### config.mk
export PLATFORM = sky130hd
export DESIGN_NAME = spi_axil_regs
export DESIGN_NICKNAME = d
export VERILOG_FILES = /design/src/rtl/spi_axil_regs.sv
export SDC_FILE = /design/constraint.sdc
export NUM_CORES = 1
export LEC_CHECK = 0
export CAP_MARGIN = 10
export CELL_PAD_IN_SITES_DETAIL_PLACEMENT = 1
export CELL_PAD_IN_SITES_GLOBAL_PLACEMENT = 1
export CORE_MARGIN = 2
export CORE_UTILIZATION = 37
export DETAILED_ROUTE_END_ITERATION = 12
export PLACE_DENSITY = 0.78
export REMOVE_ABC_BUFFERS = 1
export SLEW_MARGIN = 30
export SYNTH_ARGS = -nofsm -noshare
export SYNTH_HDL_FRONTEND = slang
export SYNTH_SLANG_ARGS = --single-unit
### constraint.sdc
create_clock -name GCLK -period 2.4 [get_ports GCLK]
set_input_delay 0.48 -clock GCLK [delete_from_list [all_inputs] [get_ports GCLK]]
set_output_delay 0.48 -clock GCLK [all_outputs]
set_load 0.02 [all_outputs]
### src/rtl/spi_axil_regs.sv
// AXI4-Lite register front end for an SPI master: configuration and timing
// registers, TX/RX data words, sticky status flags, and the small FSM that
// pulses start_o until the master acknowledges with busy_i.
//
// state     | meaning
// ----------+--------------------------------------------------------------
// ST_IDLE   | no frame in flight; config writable, TXDATA write starts one
// ST_PEND   | start_o toggling until busy_i rises or the timeout expires
// ST_ACTIVE | master busy; on busy_i low capture the RX word, set done
module spi_axil_regs #(
    parameter int ADDR_W  = 5,
    parameter int TIMEOUT = 255
) (
    input  logic              GCLK,
    input  logic              RST,

    input  logic [ADDR_W-1:0] s_axi_awaddr,
    input  logic              s_axi_awvalid,
    output logic              s_axi_awready,
    input  logic [31:0]       s_axi_wdata,
    input  logic [3:0]        s_axi_wstrb,
    input  logic              s_axi_wvalid,
    output logic              s_axi_wready,
    output logic [1:0]        s_axi_bresp,
    output logic              s_axi_bvalid,
    input  logic              s_axi_bready,

    input  logic [ADDR_W-1:0] s_axi_araddr,
    input  logic              s_axi_arvalid,
    output logic              s_axi_arready,
    output logic [31:0]       s_axi_rdata,
    output logic [1:0]        s_axi_rresp,
    output logic              s_axi_rvalid,
    input  logic              s_axi_rready,

    output logic              start_o,
    input  logic              busy_i,
    output logic [1:0]        spi_mode_o,
    output logic [1:0]        sck_speed_o,
    output logic [1:0]        word_len_o,
    output logic [7:0]        t_IFG_o,
    output logic [7:0]        t_CS_SCK_o,
    output logic [7:0]        t_SCK_CS_o,
    output logic [31:0]       mosi_data_o,
    input  logic [31:0]       miso_data_i,
    output logic              irq_o
);

    localparam logic [ADDR_W-1:0] A_CTRL   = ADDR_W'(32'h00);
    localparam logic [ADDR_W-1:0] A_TIMING = ADDR_W'(32'h04);
    localparam logic [ADDR_W-1:0] A_TXDATA = ADDR_W'(32'h08);
    localparam logic [ADDR_W-1:0] A_RXDATA = ADDR_W'(32'h0C);
    localparam logic [ADDR_W-1:0] A_STATUS = ADDR_W'(32'h10);

    // PEND lasts exactly TIMEOUT cycles: the abandon decision is taken in
    // the cycle where the counter shows TIMEOUT-1 elapsed cycles.
    localparam logic [7:0] TMO_LAST = 8'(TIMEOUT - 1);
    localparam logic [7:0] TMO_SAT  = 8'(TIMEOUT);

    localparam logic [1:0] RESP_OKAY   = 2'b00;
    localparam logic [1:0] RESP_SLVERR = 2'b10;

    typedef enum logic [1:0] {
        ST_IDLE   = 2'd0,
        ST_PEND   = 2'd1,
        ST_ACTIVE = 2'd2
    } state_t;

    function automatic logic is_mapped(input logic [ADDR_W-1:0] a);
        return (a == A_CTRL) || (a == A_TIMING) || (a == A_TXDATA) ||
               (a == A_RXDATA) || (a == A_STATUS);
    endfunction

    state_t      state;
    state_t      state_nxt;
    logic        phase;
    logic [7:0]  tmo_cnt;
    logic        tmo_set;
    logic        rx_cap;

    logic [1:0]  mode_q;
    logic [1:0]  speed_q;
    logic [1:0]  wlen_q;
    logic        irq_en_q;
    logic [7:0]  t_ifg_q;
    logic [7:0]  t_cs_sck_q;
    logic [7:0]  t_sck_cs_q;
    logic [31:0] tx_q;
    logic [31:0] rx_q;
    logic        done_q;
    logic        ovr_q;
    logic        tmo_q;

    logic        wr_hs;
    logic        rd_hs;
    logic        fsm_idle;
    logic        sel_ctrl;
    logic        sel_timing;
    logic        sel_tx;
    logic        sel_status;
    logic        wr_err;
    logic        ctrl_we;
    logic        timing_we;
    logic        tx_start;
    logic        tx_ovr;
    logic        status_we;
    logic        rx_read;
    logic [31:0] rd_data;
    logic        rd_err;
    logic        unused_wstrb;

    // Byte enables are not honoured; every write updates whole fields.
    assign unused_wstrb = ^s_axi_wstrb;

    // Ready strobes are combinational and gated by reset so they read 0
    // while RST is low regardless of what the master drives.
    assign wr_hs = RST & s_axi_awvalid & s_axi_wvalid & ~s_axi_bvalid;
    assign rd_hs = RST & s_axi_arvalid & ~s_axi_rvalid;

    assign s_axi_awready = wr_hs;
    assign s_axi_wready  = wr_hs;
    assign s_axi_arready = rd_hs;

    assign fsm_idle   = (state == ST_IDLE);
    assign sel_ctrl   = (s_axi_awaddr == A_CTRL);
    assign sel_timing = (s_axi_awaddr == A_TIMING);
    assign sel_tx     = (s_axi_awaddr == A_TXDATA);
    assign sel_status = (s_axi_awaddr == A_STATUS);

    // Config is frozen while a frame is in flight; such writes are refused.
    assign wr_err    = ~is_mapped(s_axi_awaddr) | ((sel_ctrl | sel_timing) & ~fsm_idle);
    assign ctrl_we   = wr_hs & sel_ctrl & fsm_idle;
    assign timing_we = wr_hs & sel_timing & fsm_idle;
    assign tx_start  = wr_hs & sel_tx & fsm_idle;
    assign tx_ovr    = wr_hs & sel_tx & ~fsm_idle;
    assign status_we = wr_hs & sel_status;
    assign rx_read   = rd_hs & (s_axi_araddr == A_RXDATA);

    assign spi_mode_o  = mode_q;
    assign sck_speed_o = speed_q;
    assign word_len_o  = wlen_q;
    assign t_IFG_o     = t_ifg_q;
    assign t_CS_SCK_o  = t_cs_sck_q;
    assign t_SCK_CS_o  = t_sck_cs_q;
    assign mosi_data_o = tx_q;

    // Transfer FSM state register plus the PEND toggle phase and timeout count.
    always_ff @(posedge GCLK or negedge RST) begin
        if (!RST) begin
            state   <= ST_IDLE;
            phase   <= 1'b0;
            tmo_cnt <= 8'd0;
        end else begin
            state <= state_nxt;
            if (state != ST_PEND) begin
                phase   <= 1'b0;
                tmo_cnt <= 8'd0;
            end else begin
                phase <= ~phase;
                if (tmo_cnt != TMO_SAT) begin
                    tmo_cnt <= tmo_cnt + 8'd1;
                end
            end
        end
    end

    // Next-state logic; start_o drops in the same cycle busy_i is seen.
    always_comb begin
        state_nxt = state;
        start_o   = 1'b0;
        tmo_set   = 1'b0;
        rx_cap    = 1'b0;
        case (state)
            ST_IDLE: begin
                if (tx_start) begin
                    state_nxt = ST_PEND;
                end
            end
            ST_PEND: begin
                start_o = ~phase & ~busy_i;
                if (busy_i) begin
                    state_nxt = ST_ACTIVE;
                end else if (tmo_cnt == TMO_LAST) begin
                    tmo_set   = 1'b1;
                    state_nxt = ST_IDLE;
                end
            end
            ST_ACTIVE: begin
                if (!busy_i) begin
                    rx_cap    = 1'b1;
                    state_nxt = ST_IDLE;
                end
            end
            default: begin
                state_nxt = ST_IDLE;
            end
        endcase
    end

    // CTRL / TIMING configuration registers.
    always_ff @(posedge GCLK or negedge RST) begin
        if (!RST) begin
            mode_q     <= 2'd0;
            speed_q    <= 2'd0;
            wlen_q     <= 2'd0;
            irq_en_q   <= 1'b0;
            t_ifg_q    <= 8'd0;
            t_cs_sck_q <= 8'd0;
            t_sck_cs_q <= 8'd0;
        end else begin
            if (ctrl_we) begin
                mode_q   <= s_axi_wdata[1:0];
                speed_q  <= s_axi_wdata[3:2];
                wlen_q   <= s_axi_wdata[5:4];
                irq_en_q <= s_axi_wdata[8];
            end
            if (timing_we) begin
                t_ifg_q    <= s_axi_wdata[7:0];
                t_cs_sck_q <= s_axi_wdata[15:8];
                t_sck_cs_q <= s_axi_wdata[23:16];
            end
        end
    end

    // TX/RX data words and sticky status flags; a set beats a clear.
    always_ff @(posedge GCLK or negedge RST) begin
        if (!RST) begin
            tx_q   <= 32'd0;
            rx_q   <= 32'd0;
            done_q <= 1'b0;
            ovr_q  <= 1'b0;
            tmo_q  <= 1'b0;
        end else begin
            if (tx_start) begin
                tx_q <= s_axi_wdata;
            end
            if (rx_cap) begin
                rx_q <= miso_data_i;
            end

            if (rx_cap) begin
                done_q <= 1'b1;
            end else if (tx_start || rx_read) begin
                done_q <= 1'b0;
            end

            if (tx_ovr) begin
                ovr_q <= 1'b1;
            end else if (status_we && s_axi_wdata[2]) begin
                ovr_q <= 1'b0;
            end

            if (tmo_set) begin
                tmo_q <= 1'b1;
            end else if (status_we && s_axi_wdata[3]) begin
                tmo_q <= 1'b0;
            end
        end
    end

    // Completion interrupt, one cycle behind done.
    always_ff @(posedge GCLK or negedge RST) begin
        if (!RST) begin
            irq_o <= 1'b0;
        end else begin
            irq_o <= done_q & irq_en_q;
        end
    end

    // Write response channel.
    always_ff @(posedge GCLK or negedge RST) begin
        if (!RST) begin
            s_axi_bvalid <= 1'b0;
            s_axi_bresp  <= RESP_OKAY;
        end else if (wr_hs) begin
            s_axi_bvalid <= 1'b1;
            s_axi_bresp  <= wr_err ? RESP_SLVERR : RESP_OKAY;
        end else if (s_axi_bready) begin
            s_axi_bvalid <= 1'b0;
        end
    end

    // Read data mux; unmapped addresses return zero with an error flag.
    always_comb begin
        rd_data = 32'd0;
        rd_err  = 1'b0;
        case (s_axi_araddr)
            A_CTRL:   rd_data = {23'd0, irq_en_q, 2'b00, wlen_q, speed_q, mode_q};
            A_TIMING: rd_data = {8'd0, t_sck_cs_q, t_cs_sck_q, t_ifg_q};
            A_TXDATA: rd_data = 32'd0;
            A_RXDATA: rd_data = rx_q;
            A_STATUS: rd_data = {28'd0, tmo_q, ovr_q, done_q, ~fsm_idle};
            default:  rd_err  = 1'b1;
        endcase
    end

    // Read response channel; data held stable until accepted.
    always_ff @(posedge GCLK or negedge RST) begin
        if (!RST) begin
            s_axi_rvalid <= 1'b0;
            s_axi_rdata  <= 32'd0;
            s_axi_rresp  <= RESP_OKAY;
        end else if (rd_hs) begin
            s_axi_rvalid <= 1'b1;
            s_axi_rdata  <= rd_data;
            s_axi_rresp  <= rd_err ? RESP_SLVERR : RESP_OKAY;
        end else if (s_axi_rready) begin
            s_axi_rvalid <= 1'b0;
        end
    end

endmodule

======== After elaboration in Yosys (flattened, before gate mapping) ========
Cells that the tools add are included.
operators by class
  $mul .................................... 0
  shift-type cells ........................ 0
  order comparisons ....................... 0
  div/mod/pow operators ................... 0
  reduce and logical (&&, ||, !) cells .... 18
  equal/unequal tests ..................... 16
  bitwise operators ....................... 25
  $add $sub $neg .......................... 1
  mux-type cells .......................... 27
operators by type and width
  cell                 count
  $pmux 32 s4          1
  $eq 5x4->1 const B   4
  $and 1x1->1          17
  $mux 1               17
  $mux 8               2
  $mux 2               6
  $reduce_bool 2->1    6
  $eq 5x3->1 const B   2
  $eq 5x5->1 const B   2
  $logic_not 5->1      2
  $add 8x1->8 const B  1
  $eq 8x8->1 const B   1
  $ne 8x8->1 const B   1
  $not 1->1            6
  $pmux 2 s3           1
  $logic_or 1x1->1     5
  $reduce_or 5->1      1
  $ne 2x1->1 const B   2
  $ne 3x3->1 const B   1
  $reduce_and 3->1     1
  $eq 2x1->1 const B   1
  $eq 2x2->1 const B   1
  $logic_and 1x1->1    2
  $logic_not 2->1      1
  2 further kinds      3
word-level totals
  latch bits .............................. 0
  register bits ........................... 148
  memory bits (writable) .................. 0
  input port bits ......................... 86
  memories kept ........................... 0
  bits in read-only memories .............. 0

======== Longest topological paths before layout ========
  depth in word-level cells ............... 8
  mapped depth ............................ 7
  gate-level depth less buffers ........... 5

======== Worst setup path before layout ========
Ideal clock, no wire load.
  kind .................................... register to register
  from .................................... reg s_axi_bvalid
  to ...................................... reg t_cs_sck_q[0], in the netlist t_CS_SCK_o[0]
  clock period less this slack ............ 2124 ps
  arrival ................................. 1999 ps
  library setup time ...................... 125 ps
  path slack .............................. 276 ps
  path buffers ............................ 2
  required time ........................... 2275 ps
  cell stages (with the launch flop) ...... 6
  cells stage by stage .................... dfrtp_1 nand4b_1 or4_4 buf_6 buf_8 mux2_4
on the way
  word-level cells in the longest chain between the ends .. 4
ends and longest elaborated chain
  what                       RTL line  RTL
  from (decl)                25        output logic s_axi_bvalid,
  from (signal assigned)     273       s_axi_bvalid <= 1'b0;
  from (signal assigned)     276       s_axi_bvalid <= 1'b1;
  from (signal assigned)     279       s_axi_bvalid <= 1'b0;
  $not 1->1                  117       assign wr_hs = RST & s_axi_awvalid & s_axi_wvalid & ~s_axi_bvalid;
  $and 1x1->1                117
  $and 1x1->1 (2 in series)  133       assign timing_we = wr_hs & sel_timing & fsm_idle;
  to (signal assigned)       219       t_cs_sck_q <= s_axi_wdata[15:8];
  to (decl)                  86        logic [7:0] t_cs_sck_q;
Every way passes these cells.
A chain may end at the register's enable or synchronous reset.

======== Worst setup path after layout ========
  from .................................... in s_axi_awaddr[3]
  to ...................................... reg tx_q[14], in the netlist mosi_data_o[14]
on the way
  word-level cells in the longest chain between the ends .. 3
ends and longest elaborated chain
  what                       RTL line  RTL
  from (decl)                17        input logic [ADDR_W-1:0] s_axi_awaddr,
  $eq 5x4->1                 127       assign sel_tx = (s_axi_awaddr == A_TXDATA);
  $and 1x1->1 (2 in series)  134       assign tx_start = wr_hs & sel_tx & fsm_idle;
  to (signal assigned)       235       tx_q <= s_axi_wdata;
  to (decl)                  88        logic [31:0] tx_q;
Every way passes these cells.

==> results.toml <==
[cells_and_area]
diodes = 0
syn2layout_area_growth_pct = 45.42
fill_cells = 1631
layout-drive-gt1-share_pct = 24.62
final_nets = 730
final_area_um2 = 8905

[floorplan]
initial_core_util_pct = 37.32
dieArea_um2 = 17590
die_x_um = 132.6
dieHeight_um = 132.6
io_pins = 191
fp.coreArea_um2 = 16410
rows = 47

[cts]
clk_pin_slew_ps = 60
clock_sinks = 146
clock_path_buffers = 2
cts-root-buf = "clkbuf_16"
post-cts-setup-buffers = 0
clk_latency_ps = 420
h-tree-depth = 4
tritoncts = "yes"
cts-buffers-inserted = 17

[yosys]
synth-warning-count = 0
synth.distinct_cells = 54
synth_top_cell_area_share_pct = 59.66
yosysSeqAreaShare_pct = 59.66
synth_edf_count = 0
ys_async_sr_fraction_pct = 100.0
syn_area_um2 = 6123
yosysMostFrequentCell = "dfrtp_1"
synth.avg_cell_area_um2 = 14.01
yosys-top-cells-area = "dfrtp_1 (60%), mux2_2 (14%), mux2_4 (4.9%), mux2i_1 (4.4%), o21ai_0 (1.9%)"
synth-main-ff-cell = "dfrtp_1"
netlist_instances = 437
netlist_top_cells_count = "dfrtp_1 (146), mux2_2 (75), mux2i_1 (27)"
synth.largest_area_cell = "dfrtp_1"
ys_ff_latch = 146

[setup_path]
timing.rr.end = "mosi_data_o[14]"
slowest_delay_ps = 530
reg2reg_depth = 4
worstSetupStartpointType = "input port"
arrival_ps = 2480
end_kind = "flop"
critical_path.endpoint = "mosi_data_o[14]"
critPathTopFamily = "simple AND/OR/NAND/NOR gates"
worstPathRequired_ps = 2700
crit_path_top_delay_cell = "clkdlybuf4s50_1"
crit_fanout = 32
cp.buffers_inverters = 2
path_cells = "clkdlybuf4s50_1, or4b_1, nor4_4, buf_12, mux2_2"
path_class = "in -> reg"
r2r_setup_slack_ps = 300
r2r_start = "state[0]"
worstSetupPathDepth = 5
startpoint = "s_axi_awaddr[3]"

[drt]
wl_mm = 18.01
drt-initial-drc-count = 154
drc = 0
wire_per_inst_um = 20.60
dr.pass1.iters = 4
postRouteAntennaNets = 0
vias_per_cell = 5.050
vias = 4414

[timing]
worst_pin_slew_ps = 797.1
relSlewSlack_pct = 46.86
setup_viol = 0
rsz0062_at_grt = "no"
finalSetupTns_ps = 0
period_needed_ps = 2179
slew_violations = 0
timing.fmax_mhz = 459.0
skew_ps = 10.61
hold_violations = 0
holdWs_ps = 149.9
finalCritPeriodShare_pct = 90.78

[global_routing]
grt_pass1_vias = 5048
grtUsageTotal_pct = 21.43
antenna_found_initial = 0
grt_max_degree = 60
globalRouteOverflowTotal = 0
grt_pass1_wl_mm = 28.74

[placed_design]
place_congestion = 0.7308
port_buffers = 184
hpwlAfterDp_mm = 12.59
placed_cell_area_um2 = 8339

[power]
power_uw = 6229
ir_drop_v = 0.0004788
p_per_area_nw_per_um2 = 699.5
p_leak_uw = 0.004075

[status]
run_status = "finished, final reports clean"

[hold_path]
hp-class = "in -> async"

[flow_run]
maxCapViolCount = 0
## power breakdown
part	internal (µW)	leakage [µW]	total, µW	switching, µW
clock network	1450	0.000261	2490	1050
logic	512	0.00187	937	425
registers	2670	0.00195	2800	131
## metal layers
layer  part of all wire [%]  track usage [%]
met1                     40            25.43
met2                     52            36.87
met3                    5.3            6.092
met4                    2.4            8.303
met5                      0                0
## per-stage QoR
stage | cells | setup WS (ps) | util, %
floorplan | 412 | -313.9 | -
global placement | 842 | -177.9 | 50.83
detailed placement | 842 | -221.3 | 50.83
CTS | 874 | 28.24 | 54.24
global route | 874 | 193.3 | 54.27
finish | 874 | 221.4 | 54.27
## repair_timing
| item | CTS | global route |
|---|---|---|
| gates resized for setup | 2 | 2 |
| endpoints found under the setup margin | 2 | 2 |
| endpoints found under the hold margin | 1 | 0 |
| hold buffers | 1 | 0 |
## registers in the layout (all words and copies together) (netlist names), 2 cells and up
name / flops
t_CS_SCK_o: 8
spi_mode_o: 2
t_SCK_CS_o: 8
s_axi_rdata: 32
mosi_data_o: 32
sck_speed_o: 2
tmo_cnt: 8
t_IFG_o: 8
word_len_o: 2
state: 2
rx_q: 32
## worst min path at each step
stage | endpoint | from | slack, ps
after floorplan | done_q | RST | 180
after global placement | rx_q[7] | RST | 280
after detailed placement | rx_q[7] | RST | 280
after CTS | rx_q[31] | RST | 160
after global routing | s_axi_rdata[28] | RST | 180
final | s_axi_bvalid | RST | 150
## logic make-up after synthesis
family	synth area share, %
buffers and inverters	3.004
multiplexers	23.11
flip-flops	59.66
other	0.06124
adder cells (fa/ha/maj)	0.4086
AND/OR/NAND/NOR	6.334
AO/OA/AOI/OAI	7.417
## cell type report
type	instances	area, µm²	share of cell area [%]
Clock buffer	19	442.9	4.974
Clock inverter	12	110.1	1.236
Inverter	8	30.03	0.3372
Multi-Input combinational cell	258	2297	25.80
Sequential cell	146	3654	41.03
Tap cell	220	275.3	3.091
Timing Repair Buffer	211	2096	23.54
## placed cells by master (no fill, tap or decap), types with 3 or more instances in the layout
master	n
clkbuf_16	17
nor2_1	5
o21bai_1	3
clkinvlp_4	4
clkinv_4	3
o21ai_0	23
clkdlybuf4s50_1	178
mux2_4	20
buf_12	4
mux2i_1	27
o221ai_1	3
buf_4	22
clkinv_2	3
nand2_1	21
a31oi_1	4
a211oi_1	4
mux2_2	75
a22o_1	11
dfrtp_1	146
o21a_1	5
nand3_1	6
inv_1	7
nor3_1	7
No activity file was read; power rests on OpenSTA's default activity.
